===== src/rtl/mem_port_arbiter_pkg.sv =====
// Shared types for the fetch/data memory port arbiter.
// Defines the response source tags and the in-flight tag record.
package mem_port_arbiter_pkg;

   typedef enum logic [1:0] {
      SRC_NONE = 2'b00,
      SRC_I    = 2'b01,
      SRC_DRD  = 2'b10,
      SRC_DWR  = 2'b11
   } src_e;

   typedef struct packed {
      logic vld;
      src_e src;
   } tag_t;

   // Width of a counter that must hold 0..limit (at least one bit).
   function automatic int cnt_width(input int limit);
      return (limit < 2) ? 1 : $clog2(limit + 1);
   endfunction

endpackage


===== src/rtl/mem_tag_pipe.sv =====
// DEPTH-deep shift register of {vld, src} tags that follows each RAM access
// until its read data appears; a synchronous clear drops everything in flight.
module mem_tag_pipe
   import mem_port_arbiter_pkg::*;
#(
   parameter int DEPTH = 1
) (
   input  logic clk_i,
   input  logic clr_i,
   input  tag_t tag_i,
   output tag_t tag_o
);

   tag_t stage_q [DEPTH];

   always_ff @(posedge clk_i) begin
      if (clr_i) begin
         for (int k = 0; k < DEPTH; k++) stage_q[k] <= '0;
      end else begin
         stage_q[0] <= tag_i;
         for (int k = 1; k < DEPTH; k++) stage_q[k] <= stage_q[k-1];
      end
   end

   assign tag_o = stage_q[DEPTH-1];

endmodule


===== src/rtl/mem_port_arbiter.sv =====
// Shares one single-port synchronous RAM between the CPU fetch and data ports,
// granting one access per cycle and steering each read response back to its port.
module mem_port_arbiter
   import mem_port_arbiter_pkg::*;
#(
   parameter int ADDR_W       = 8,
   parameter int DATA_W       = 16,
   parameter int MEM_LAT      = 1,
   parameter int STARVE_LIMIT = 3
) (
   input  logic              clock,
   input  logic              reset,
   input  logic              i_req,
   input  logic [ADDR_W-1:0] i_addr,
   output logic              i_gnt,
   output logic              i_valid,
   output logic [DATA_W-1:0] i_rdata,
   input  logic              d_req,
   input  logic              d_we,
   input  logic [ADDR_W-1:0] d_addr,
   input  logic [DATA_W-1:0] d_wdata,
   output logic              d_gnt,
   output logic              d_valid,
   output logic [DATA_W-1:0] d_rdata,
   output logic              cpu_stall,
   output logic              mem_en,
   output logic              mem_we,
   output logic [ADDR_W-1:0] mem_addr,
   output logic [DATA_W-1:0] mem_wdata,
   input  logic [DATA_W-1:0] mem_rdata
);

   localparam int               CNT_W      = cnt_width(STARVE_LIMIT);
   localparam logic [CNT_W-1:0] STARVE_MAX = CNT_W'(STARVE_LIMIT);

   logic [CNT_W-1:0]  starve_cnt_q, starve_cnt_d;
   logic              fetch_first;
   tag_t              tag_in, tag_out;
   logic              i_valid_q, i_valid_d;
   logic              d_valid_q, d_valid_d;
   logic [DATA_W-1:0] i_rdata_q, i_rdata_d;
   logic [DATA_W-1:0] d_rdata_q, d_rdata_d;

   // Data wins by default (older instruction); a starved fetch takes the next conflict.
   always_comb begin
      fetch_first = i_req & (starve_cnt_q == STARVE_MAX);
      d_gnt       = ~reset & d_req & ~fetch_first;
      i_gnt       = ~reset & i_req & ~d_gnt;
      cpu_stall   = ~reset & ((i_req & ~i_gnt) | (d_req & ~d_gnt));
   end

   always_comb begin
      mem_en    = i_gnt | d_gnt;
      mem_we    = d_gnt & d_we;
      mem_addr  = d_gnt ? d_addr : i_addr;
      mem_wdata = d_wdata;
   end

   always_comb begin
      starve_cnt_d = '0;
      if (i_req & ~i_gnt) begin
         starve_cnt_d = (starve_cnt_q == STARVE_MAX) ? starve_cnt_q : starve_cnt_q + 1'b1;
      end
   end

   always_comb begin
      tag_in.vld = mem_en;
      tag_in.src = SRC_NONE;
      if (d_gnt) begin
         tag_in.src = d_we ? SRC_DWR : SRC_DRD;
      end else if (i_gnt) begin
         tag_in.src = SRC_I;
      end
   end

   mem_tag_pipe #(
      .DEPTH (MEM_LAT)
   ) u_tag_pipe (
      .clk_i (clock),
      .clr_i (reset),
      .tag_i (tag_in),
      .tag_o (tag_out)
   );

   // The tag leaving the last stage lines up with the RAM read data.
   always_comb begin
      i_valid_d = 1'b0;
      d_valid_d = 1'b0;
      i_rdata_d = i_rdata_q;
      d_rdata_d = d_rdata_q;
      if (tag_out.vld) begin
         case (tag_out.src)
            SRC_I: begin
               i_valid_d = 1'b1;
               i_rdata_d = mem_rdata;
            end
            SRC_DRD: begin
               d_valid_d = 1'b1;
               d_rdata_d = mem_rdata;
            end
            SRC_DWR: d_valid_d = 1'b1;
            default: ;
         endcase
      end
   end

   always_ff @(posedge clock) begin
      if (reset) begin
         starve_cnt_q <= '0;
         i_valid_q    <= 1'b0;
         d_valid_q    <= 1'b0;
         i_rdata_q    <= '0;
         d_rdata_q    <= '0;
      end else begin
         starve_cnt_q <= starve_cnt_d;
         i_valid_q    <= i_valid_d;
         d_valid_q    <= d_valid_d;
         i_rdata_q    <= i_rdata_d;
         d_rdata_q    <= d_rdata_d;
      end
   end

   assign i_valid = i_valid_q;
   assign d_valid = d_valid_q;
   assign i_rdata = i_rdata_q;
   assign d_rdata = d_rdata_q;

endmodule


===== config.mk =====
export PLATFORM = sky130hd
export DESIGN_NAME = mem_port_arbiter
export DESIGN_NICKNAME = d
export VERILOG_FILES = /design/src/rtl/mem_port_arbiter_pkg.sv /design/src/rtl/mem_tag_pipe.sv /design/src/rtl/mem_port_arbiter.sv
export SDC_FILE = /design/constraint.sdc
export NUM_CORES = 1
export LEC_CHECK = 0
export ABC_AREA = 1
export CELL_PAD_IN_SITES_DETAIL_PLACEMENT = 1
export CELL_PAD_IN_SITES_GLOBAL_PLACEMENT = 2
export CORE_MARGIN = 2
export CORE_UTILIZATION = 16
export CTS_BUF_LIST = sky130_fd_sc_hd__clkbuf_8
export DETAILED_ROUTE_END_ITERATION = 8
export GPL_ROUTABILITY_DRIVEN = 0
export PLACE_DENSITY_LB_ADDON = 0.1
export SLEW_MARGIN = 30
export SYNTH_ARGS = -nofsm -noshare
export SYNTH_HDL_FRONTEND = slang
export SYNTH_SLANG_ARGS = --single-unit

===== constraint.sdc =====
create_clock -name clock -period 1.21 [get_ports clock]
set_input_delay 0.242 -clock clock [delete_from_list [all_inputs] [get_ports clock]]
set_output_delay 0.242 -clock clock [all_outputs]
set_load 0.02 [all_outputs]

======== Word level (Yosys, flattened, before mapping) ========
Memory sizes are Yosys's and may differ from the RTL's.
Index checks and enable logic that the tools add are counted.
word-level totals
  register bits ........................... 36
  latch bits .............................. 0
  bits in writable memories ............... 3
  bits in read-only memories .............. 0
  bits of input ports ..................... 53
  output and inout port bits .............. 63
  word-level logic and storage cells ...... 45
  memories kept ........................... 1
cells by class
  add/sub/neg operators ................... 1
  multiply operators ...................... 0
  div/mod/pow operators ................... 0
  magnitude comparators ................... 0
  eq/ne operators ......................... 4
  shift-type cells ........................ 0
  mux-type cells .......................... 11
  bitwise gates (word level) .............. 17
  reductions and logical operators ........ 6
memories
  name                words  bits a word  rd ports  clocked after Yosys merged registers in  write ports  line                RTL
  u_tag_pipe.stage_q  1      3            1         0                                        1            mem_tag_pipe.sv:14  tag_t stage_q [DEPTH];
operator list
  operator                                                         number
  1-bit bitwise AND                                                9
  1-bit two-way mux                                                8
  8-bit two-way mux                                                1
  2-bit == test, second input constant                             3
  1-bit inverter                                                   6
  2-bit OR reduction                                               3
  2-bit AND reduction                                              2
  3-bit two-way mux                                                1
  3-bit OR reduction                                               1
  2-bit by 1-bit adder with 2-bit output, second input constant    1
  2-bit by 1-bit == test with 1-bit output, second input constant  1
  2-bit two-way mux                                                1
  1-bit bitwise OR                                                 2

======== Logic depth before layout (Yosys ltp) ========
Gate-level depths: netlist (run 1).
  depth after elaboration ................. 10
  gate-level depth with buffers ........... 6
  gate-level depth less buffers ........... 6

======== By module ========
Synthesis (run 1) repeated with hierarchy kept, for this count alone.
second synthesis, totals
  cells, all modules ...................... 284
  area, all modules ....................... 1808.0 µm²
modules (own cells, without submodules)
  module            times used  cells each  area each (µm²)  seq. area each (µm²)
  mem_port_arbiter  1           275         1725.4           720.7
  mem_tag_pipe      1           9           82.6             60.1

======== Worst setup path after synthesis (run 1) ========
Ideal clock, no wire load.
  path type ............................... flip-flop to output port
  start point ............................. reg starve_cnt_q[0]
  end point ............................... out mem_we
  arrival time ............................ 1.142 ns
  required time ........................... 0.968 ns
  path slack .............................. -0.174 ns
  cell stages (with the launch flop) ...... 6
  path buffers ............................ 1
  cell sequence ........................... dfxtp_1 -> ha_1 -> nand2_1 -> nand3_1 -> buf_4 -> nor2_1
on the way
  longest elaborated chain between the ends .. 5
RTL lines
  what                    line                     RTL
  start, declared         mem_port_arbiter.sv:36   logic [CNT_W-1:0] starve_cnt_q, starve_cnt_d;
  start signal, assigned  mem_port_arbiter.sv:115  starve_cnt_q <= starve_cnt_d;
  2-bit == test           mem_port_arbiter.sv:46   fetch_first = i_req & (starve_cnt_q == STARVE_MAX);
  1-bit bitwise AND       mem_port_arbiter.sv:46
  1-bit inverter          mem_port_arbiter.sv:47   d_gnt = ~reset & d_req & ~fetch_first;
  1-bit bitwise AND       mem_port_arbiter.sv:47
  1-bit bitwise AND       mem_port_arbiter.sv:54   mem_we = d_gnt & d_we;
  end, declared           mem_port_arbiter.sv:27   output logic mem_we,
No other way between the ends.

======== Worst setup path in the final report (run 1) ========
  start point ............................. reg starve_cnt_q[0]
  end point ............................... out mem_addr[3]
on the way
  longest elaborated chain between the ends .. 5
RTL lines
  what               line                    RTL
  2-bit == test      mem_port_arbiter.sv:46
  1-bit bitwise AND  mem_port_arbiter.sv:46
  1-bit inverter     mem_port_arbiter.sv:47
  1-bit bitwise AND  mem_port_arbiter.sv:47
  8-bit two-way mux  mem_port_arbiter.sv:55  mem_addr = d_gnt ? d_addr : i_addr;
  end, declared      mem_port_arbiter.sv:28  output logic [ADDR_W-1:0] mem_addr,
No other way between the ends.

==> results of run 1 <==
==> timing repair <==
action	CTS	global route
buffers inserted	4	3
gates cloned	2	0
gates resized for setup	191	41
endpoints found under the setup margin	47	43
pin swaps	11	2
==> layout by cell type (no fill, tap or decap), drive strengths merged <==
cell / synthesis / routed
nand2: 93 / 93
nor2: 72 / 73
inv: 41 / 41
buf: 26 / 40
dfxtp: 39 / 39
clkdlybuf4s50: 0 / 33
clkbuf: 0 / 30
clkdlybuf4s15: 0 / 5
nand3: 4 / 4
o21ai: 3 / 3
clkinv: 0 / 2
a21oi: 1 / 1
nor3: 1 / 1
ha: 1 / 1
bufinv: 0 / 1
==> kinds of logic (layout without fill, tap and decap cells) <==
logic type                 Yosys count  after routing
and+or+nand+nor                    170            171
DFF                                 39             39
AOI/OAI and AO/OA                    4              4
buffers and inverters               67            152
adders and majority gates            1              1
==> worst paths after layout <==
path	to	slack, ps	depth (start not counted)
setup reg to reg	u_tag_pipe.stage_q[0][0]$_SDFF_PP0_	70	7
hold / removal	d_valid$_SDFF_PP0_	290	3
setup / recovery	mem_addr[3]	-410	7
hold reg to reg	starve_cnt_q[0]$_SDFFE_PP0P_	440	1
==> power breakdown <==
part / leakage (nW) / switching, mW / internal [mW]
registers: 0.319 / 0.0362 / 1.35
logic: 1.16 / 0.369 / 0.332
clock network: 0.0581 / 0.506 / 0.615
==> Yosys cell counts <==
library cell  number  area (um2)
nand2_2            1        6.26
buf_2              7        35.0
nor2_1            71         267
nor2_4             1        11.3
nor3_1             1        5.00
buf_4             19         143
o21ai_1            1        5.00
nand3_1            2        10.0
inv_2              1        3.75
nand2_1           92         345
a21oi_1            1        5.00
ha_1               1        12.5
inv_1             40         150
dfxtp_1           39         781
nand3_2            2        20.0
o21ai_0            2        10.0
==> per-stage QoR <==
stage | cell area (um2) | setup slack [ps]
floorplan | 1850 | -89.6
detailed placement | 2800 | -865
CTS | 3080 | -441
finish | 2970 | -409
global route | 2970 | -496
global placement | 2800 | -867
==> registers in the layout (all words and copies together), names as in the netlist <==
signal / flops
u_tag_pipe.stage_q: 3
i_rdata: 16
d_rdata: 16
starve_cnt_q: 2
i_valid: 1
d_valid: 1
==> per-layer routing <==
layer,share of wire,GRT usage,up-vias
li1,-,-,961
met1,0.46,0.125,832
met2,0.47,0.156,48
met3,0.068,0.0294,2
met4,0.0049,0.0161,0
met5,0,0,-
==> worst register-to-register path, delay by kind of cell, from the launching register on <==
kind / cells / cell delay (ps)
buffers and inverters: 2 / 250
AO/OA/AOI/OAI: 1 / 50
adder cells (fa/ha/maj): 1 / 170
AND/OR/NAND/NOR: 3 / 240
flip-flops: 1 / 340
==> cell type report <==
class | count | area, um2
Clock buffer | 5 | 68.8
Clock inverter | 3 | 43.8
Sequential cell | 39 | 783
Fill cell | 1377 | 7970
Timing Repair Buffer | 103 | 902
Tap cell | 140 | 175
Inverter | 41 | 161
Multi-Input combinational cell | 176 | 835
==> results.json, run 1 <==
{
  "cts_buffers": 5,
  "critPathSlowestCell": "dfxtp_2",
  "overflow": 0,
  "worstPathArrival_ps": 1380,
  "grt_start_max_net_pins": 33,
  "synth.yosys.seq_area_share": 0.432,
  "synth_seq_cells": 39,
  "yosysUniqueCellTypes": 16,
  "avgSynthCellArea_um2": 6.44,
  "cts.sinks": 39,
  "antenna_left": 0,
  "fmax_ghz": 0.618,
  "drt_iter0_drc": 28,
  "synth_adder_area_share": 0.00692,
  "hold_path.class": "in -> reg",
  "final_nets": 420,
  "hold_ws_ps": 290,
  "clock_latency_ps": 290,
  "synthMuxAreaShare": 0,
  "hold_viol": 0,
  "grt_usage": 0.0951,
  "wl_per_cell_um": 10.9,
  "critPathKind": "reg -> out",
  "syn-num-nets": 335,
  "cp_num_buf_inv": 2,
  "die_w_um": 110,
  "violations": "negative setup slack",
  "path_cells": "ha_4 -> nand2_4 -> nand3_4 -> buf_8 -> nand2_1 -> nand2_2 -> buf_6",
  "final_util": 0.272,
  "rsz0062_at_grt": "yes",
  "cts_root_buffer": "clkbuf_8",
  "critPathLaunch": "starve_cnt_q[0]$_SDFFE_PP0P_",
  "timing.slew.headroom": 0.828,
  "cts_buffer_depth": 2,
  "maxCapViolCount": 0,
  "n_antenna_cell": 0,
  "synth-simple-area-share": 0.367,
  "path_clk_slew_ps": 90,
  "route.vias.total": 1843,
  "fp.coreArea_um2": 10900,
  "cts_tree": "built",
  "antenna_found_initial": 0,
  "end_kind": "output port",
  "drt_wl_total_um": 5540,
  "hp-start": "reset",
  "die_height_um": 110,
  "synth_top_family_by_area": "simple AND/OR/NAND/NOR gates",
  "hpwl_um": 3870,
  "setup_viol": 11,
  "synth_compound_area_frac": 0.0111,
  "firstDrtPassIters": 3,
  "placed_cells": 491,
  "ir_worst_vdd_mv": 0.420,
  "critPathLaunchType": "register",
  "synth_xor_area_frac": 0,
  "p_leak_nw": 1.54,
  "period_minus_slack_ps": 1620,
  "first_global_vias": 1940,
  "postCtsHoldBufs": 0,
  "ios": 116,
  "fp.dieArea_um2": 12200,
  "drive_gt1_frac": 0.305,
  "worstPathRequired_ps": 970,
  "power.total_mw": 3.21,
  "setup_slack_ps": -409,
  "syn_to_final_growth_pct": 64.1,
  "fin_worst_skew_ps": 13.6,
  "critPathTopFamily": "flip-flops",
  "cp_max_fo": 6,
  "worst_pin_slew_ps": 257,
  "numPortBuffers": 83,
  "start_util": 0.165,
  "slew_violations": 0,
  "syn_inst": 281,
  "status": "finished, violations left",
  "grt_pass1_wl_um": 9030,
  "power_density_nw_per_um2": 1080,
  "final_cells": 507,
  "vias_per_cell": 3.64,
  "r2r-start": "starve_cnt_q[0]$_SDFFE_PP0P_",
  "drc": 0,
  "yosys_warnings": 0,
  "h-tree-depth": 2,
  "synth_area_um2": 1810,
  "rows": 38,
  "fin_tns_setup_ps": -4190,
  "timing.final.crit_share": 1.34,
  "slowest_delay_ps": 340
}
(Power assumes the default switching activity.)
==> inputs of run 2 (changes only) <==
--- a/config.mk
+++ b/config.mk
@@ -13,7 +13,7 @@
 export CTS_BUF_LIST = sky130_fd_sc_hd__clkbuf_8
 export DETAILED_ROUTE_END_ITERATION = 8
 export GPL_ROUTABILITY_DRIVEN = 0
-export PLACE_DENSITY_LB_ADDON = 0.1
+export PLACE_DENSITY_LB_ADDON = 0.05
 export SLEW_MARGIN = 30
 export SYNTH_ARGS = -nofsm -noshare
 export SYNTH_HDL_FRONTEND = slang
==> run 2 against run 1 <==
The flow still finishes with violations (negative setup slack). Maximum frequency grew 0.61%. Sequential share of layout area shrank 0.25 points. Via count grew 0.65%. Register-to-register slack gained 110 ps. Final area grew 0.97%. Global-route usage grew 0.61 points. Clock power shrank 12%. Worst hold slack gained 12 ps. Critical path type unchanged. Highest routed layer unchanged.
==> results.json, run 2 (synthesis gave the netlist of run 1 again) <==
{
  "status": "finished, violations left",
  "violations": "negative setup slack",
  "drc": 0,
  "fp.coreArea_um2": 10900,
  "vias_per_cell": 3.65,
  "postCtsHoldBufs": 0,
  "antenna_left": 0,
  "drt_iter0_drc": 33,
  "critPathLaunch": "starve_cnt_q[0]$_SDFFE_PP0P_",
  "fin_worst_skew_ps": 4.21,
  "highest_layer": "met4",
  "first_global_vias": 1986,
  "p_leak_nw": 1.52,
  "multi_input_area_um2": 825,
  "grt_pass1_wl_um": 9520,
  "ir_worst_vdd_mv": 0.347,
  "cts_buffer_depth": 2,
  "timing.slew.headroom": 0.838,
  "route.vias.total": 1855,
  "hpwl_um": 4230,
  "worst_pin_slew_ps": 244,
  "numPortBuffers": 83,
  "end_kind": "output port",
  "ios": 116,
  "final_nets": 421,
  "start_util": 0.165,
  "slew_violations": 0,
  "cts_tree": "built",
  "reg2reg_depth": 6,
  "hold_ws_ps": 302,
  "final_cell_mix": "nand2_1 (71), nor2_1 (69), inv_1 (38)",
  "area.sequential_um2": 783,
  "critPathKind": "reg -> out",
  "die_w_um": 110,
  "clock_latency_ps": 290,
  "pre_cts_slack_ps": -866,
  "fp.dieArea_um2": 12200,
  "grt_usage": 0.101,
  "path_clk_slew_ps": 80,
  "wl_met2_um": 2790,
  "grt_start_max_net_pins": 25,
  "rsz0062_at_grt": "yes",
  "cts_root_buffer": "clkbuf_8",
  "fmax_ghz": 0.622,
  "worstPathRequired_ps": 970,
  "endpoint": "d_gnt",
  "power_density_nw_per_um2": 1030,
  "setup_slack_ps": -399,
  "r2r-start": "starve_cnt_q[0]$_SDFFE_PP0P_",
  "drive_gt1_frac": 0.299,
  "met1_length_um": 2600,
  "antenna_found_initial": 0,
  "met3_length_um": 358,
  "firstDrtPassIters": 3,
  "wl_per_cell_um": 11.4,
  "worstPathArrival_ps": 1370,
  "hold_path.class": "in -> reg",
  "syn_to_final_growth_pct": 65.7,
  "timing.final.crit_share": 1.33,
  "rows": 38,
  "period_minus_slack_ps": 1610,
  "maxCapViolCount": 0,
  "cp_max_fo": 4,
  "reg2reg_to": "u_tag_pipe.stage_q[0][0]$_SDFF_PP0_",
  "setup_viol": 11,
  "fillers": 1380,
  "critPathLaunchType": "register",
  "cts_buffers": 5,
  "fin_tns_setup_ps": -4130,
  "final_common_cell": "nand2_1",
  "drt_wl_total_um": 5810,
  "die_height_um": 110,
  "hold_viol": 0,
  "r2r_slack_ps": 180,
  "final_util": 0.274,
  "cts.sinks": 39,
  "n_antenna_cell": 0,
  "power.total_mw": 3.09,
  "overflow": 0,
  "h-tree-depth": 2
}
-- run 2: cell count changes in the layout (fill, tap and decap cells not counted), moves of 2 or more --
cell and delta:
clkbuf_2 -6, buf_2 -5, clkbuf_8 +2, nand2_2 +5
clkdlybuf4s15_2 +6, nand2_1 -3, buf_4 +3, nand2_4 -2
clkdlybuf4s15_1 +5
-- run 2: metal layers --
layer	up-vias	global-route usage
li1	963	-
met1	835	0.125
met2	48	0.171
met3	9	0.0323
met4	0	0.0259
met5	-	0
-- run 2: critical path, cell delays in order, from the launching register on --
cell and delay [ps]:
dfxtp_2 340, ha_4 170, nand2_4 80, inv_4 60, nor2_4 180, buf_4 150, buf_6 110
-- run 2: area by class of cell --
| cell class | count | area share |
|---|---|---|
| Clock buffer | 7 | 0.0321 |
| Clock inverter | 1 | 0.00125 |
| Inverter | 41 | 0.0530 |
| Multi-Input combinational cell | 176 | 0.275 |
| Sequential cell | 39 | 0.261 |
| Tap cell | 140 | 0.0584 |
| Timing Repair Buffer | 104 | 0.319 |
-- run 2: power by group --
part,total (mW),switching [mW],internal [mW]
registers,1.39,0.0367,1.35
clock network,0.991,0.477,0.513
logic,0.711,0.370,0.341
-- run 2: worst min-delay path by stage --
| stage | from | endpoint | slack, ps | depth (start not counted) |
|---|---|---|---|---|
| 6_report | reset | d_valid$_SDFF_PP0_ | 300 | 3 |
| 5_1_grt | reset | d_valid$_SDFF_PP0_ | 300 | 3 |
| 4_1_cts | reset | d_valid$_SDFF_PP0_ | 380 | 3 |
| 3_5_place_dp | starve_cnt_q[0]$_SDFFE_PP0P_ | starve_cnt_q[0]$_SDFFE_PP0P_ | 420 | 1 |
| 3_3_place_gp | starve_cnt_q[0]$_SDFFE_PP0P_ | starve_cnt_q[0]$_SDFFE_PP0P_ | 420 | 1 |
| 2_1_floorplan | reset | d_valid$_SDFF_PP0_ | 310 | 1 |
-- run 2: repair_timing --
action,CTS,global route
setup buffers,3,2
endpoints found under the setup margin,47,34
gates resized for setup,183,36
pin swaps,9,4
cloned,1,0
-- run 2: through the flow --
step	instance area [um2]	instances
2_1_floorplan	1850	281
3_3_place_gp	2820	494
3_5_place_dp	2820	494
4_1_cts	3060	506
5_1_grt	3000	508
6_report	3000	508
==> inputs of run 3 (changes only) <==
--- a/config.mk
+++ b/config.mk
@@ -13,7 +13,7 @@
 export CTS_BUF_LIST = sky130_fd_sc_hd__clkbuf_8
 export DETAILED_ROUTE_END_ITERATION = 8
 export GPL_ROUTABILITY_DRIVEN = 0
-export PLACE_DENSITY_LB_ADDON = 0.05
+export PLACE_DENSITY = 0.83
 export SLEW_MARGIN = 30
 export SYNTH_ARGS = -nofsm -noshare
 export SYNTH_HDL_FRONTEND = slang
==> constraint.sdc (replaced) <==
create_clock -name clock -period 1.21 [get_ports clock]
set_input_delay 0.242 -clock clock [delete_from_list [all_inputs] [get_ports clock]]
set_output_delay 0.242 -clock clock [all_outputs]
set_load 0.005 [all_outputs]
==> run 3 against run 2 <==
The flow still finishes with violations (negative setup slack). Register-to-register slack worse by 120 ps. Die area unchanged. Setup slack worse by 100 ps. Critical path depth up 3. Via count up 5.9%. First-iteration DRC count up 94%. Largest cell class unchanged.
==> results.json, run 3 (synthesis gave the netlist of run 1 again) <==
{
  "status": "finished, violations left",
  "violations": "negative setup slack",
  "cts_root_buffer": "clkbuf_8",
  "r2r_slack_ps": 60,
  "hold_path.class": "in -> reg",
  "wl_per_cell_um": 11.4,
  "slew_violations": 0,
  "power.total_mw": 2.91,
  "maxCapViolCount": 0,
  "antenna_found_initial": 0,
  "drive_gt1_frac": 0.271,
  "fin_worst_skew_ps": 10.7,
  "ios": 116,
  "reg2reg_depth": 7,
  "vias_per_cell": 3.78,
  "drt_wl_total_um": 5950,
  "fp.coreArea_um2": 10900,
  "cts_buffers": 5,
  "worstPathArrival_ps": 1470,
  "drt_iter0_drc": 64,
  "setup_slack_ps": -501,
  "timing.slew.headroom": 0.817,
  "antenna_left": 0,
  "hold_depth": 3,
  "start_util": 0.165,
  "ir_worst_vdd_mv": 0.383,
  "die_height_um": 110,
  "critPathSlowestCell": "dfxtp_2",
  "slowest_delay_ps": 340,
  "final_nets": 434,
  "path_clk_slew_ps": 80,
  "critical_path_depth": 9,
  "power_density_nw_per_um2": 943,
  "overflow": 0,
  "grt_start_max_net_pins": 33,
  "critPathLaunchType": "register",
  "period_minus_slack_ps": 1710,
  "hold_viol": 0,
  "critPathTopFamily": "buffers and inverters",
  "cts_tree": "built",
  "h-tree-depth": 2,
  "route.vias.total": 1964,
  "critPathKind": "reg -> out",
  "final_cell_mix": "nand2_1 (81), nor2_1 (70), inv_1 (37)",
  "final_util": 0.282,
  "crit_top_cell": "buf_6",
  "fin_tns_setup_ps": -4690,
  "clock_latency_ps": 290,
  "drc": 0,
  "fp.dieArea_um2": 12200,
  "setup_viol": 13,
  "p_leak_nw": 1.69,
  "grt_pass1_wl_um": 9460,
  "final_common_cell": "nand2_1",
  "cts.sinks": 39,
  "cts_buffer_depth": 2,
  "cp_max_fo": 4,
  "timing.final.crit_share": 1.41,
  "rsz0062_at_grt": "yes",
  "firstDrtPassIters": 4,
  "placed_cells": 491,
  "cp_num_buf_inv": 4,
  "numPortBuffers": 83,
  "final_cells": 520,
  "worst_pin_slew_ps": 275,
  "rows": 38,
  "syn_to_final_growth_pct": 70.7,
  "die_w_um": 110,
  "n_antenna_cell": 0,
  "path_cells": "ha_4 -> nand2_4 -> inv_4 -> nor2_4 -> buf_6 -> buf_6 -> nand2_2 -> nand2_1 -> buf_2",
  "fmax_ghz": 0.584,
  "first_global_vias": 2051,
  "grt_usage": 0.102,
  "final_area_um2": 3090,
  "end_kind": "output port",
  "place_area_um2": 2760,
  "fillers": 1370,
  "worstPathRequired_ps": 970,
  "hpwl_um": 4030
}
run 3: changes by cell type in the layout (fill, tap and decap cells not counted), moves of 10 or more:
cell             delta
nand2_1            +10
dfxtp_2            +20
dfxtp_1            -20
clkdlybuf4s15_2    -10
clkbuf_2           -18
dlygate4sd2_1      +34
run 3: routing by layer:
metal / up-vias / GRT usage / routed length (um)
li1: 986 / - / -
met2: 68 / 0.195 / 3110
met1: 904 / 0.103 / 2260
met5: - / 0 / 0
met4: 0 / 0.0313 / 78
met3: 6 / 0.0347 / 508
run 3: final cells by class:
class,count,area [um2],share of cell area
repair buffers,117,1070,0.345
flip-flops and latches,39,808,0.262
multi-input cells,176,792,0.256
well taps,140,175,0.0567
inverters,41,159,0.0515
clock buffers,6,82.6,0.0267
clock inverters,1,5.00,0.00162
run 3: worst paths after layout:
| path | startpoint | end |
|---|---|---|
| min | reset | i_valid$_SDFF_PP0_ |
| min reg2reg | starve_cnt_q[0]$_SDFFE_PP0P_ | starve_cnt_q[0]$_SDFFE_PP0P_ |
| max reg2reg | starve_cnt_q[1]$_SDFFE_PP0P_ | u_tag_pipe.stage_q[0][0]$_SDFF_PP0_ |
| max | starve_cnt_q[1]$_SDFFE_PP0P_ | mem_addr[0] |
run 3: stage by stage:
step / worst slack [ps] / hold WS [ps]
after CTS: -539 / 280
after detailed placement: -797 / 431
final: -501 / 276
after global routing: -583 / 273
after floorplan: 6.86 / 314
after global placement: -726 / 416
run 3: what timing repair did:
item | 4_1_cts | 5_1_grt
pin swaps | 10 | 2
endpoints found under the setup margin | 47 | 14
gates cloned | 2 | 0
hold endpoints to repair | 0 | 0
hold buffers | 0 | 0
gates resized for setup | 154 | 7
buffers inserted | 19 | 1
run 3: report_power, final:
part	switching [mW]	total (mW)	internal, mW
clock	0.463	0.911	0.448
combinational	0.270	0.608	0.339
sequential	0.0357	1.39	1.36
total	0.768	2.91	2.14
run 3: worst min-delay path, stage by stage:
cell and delay (ps):
buf_4 100, buf_4 130, nor2_1 50
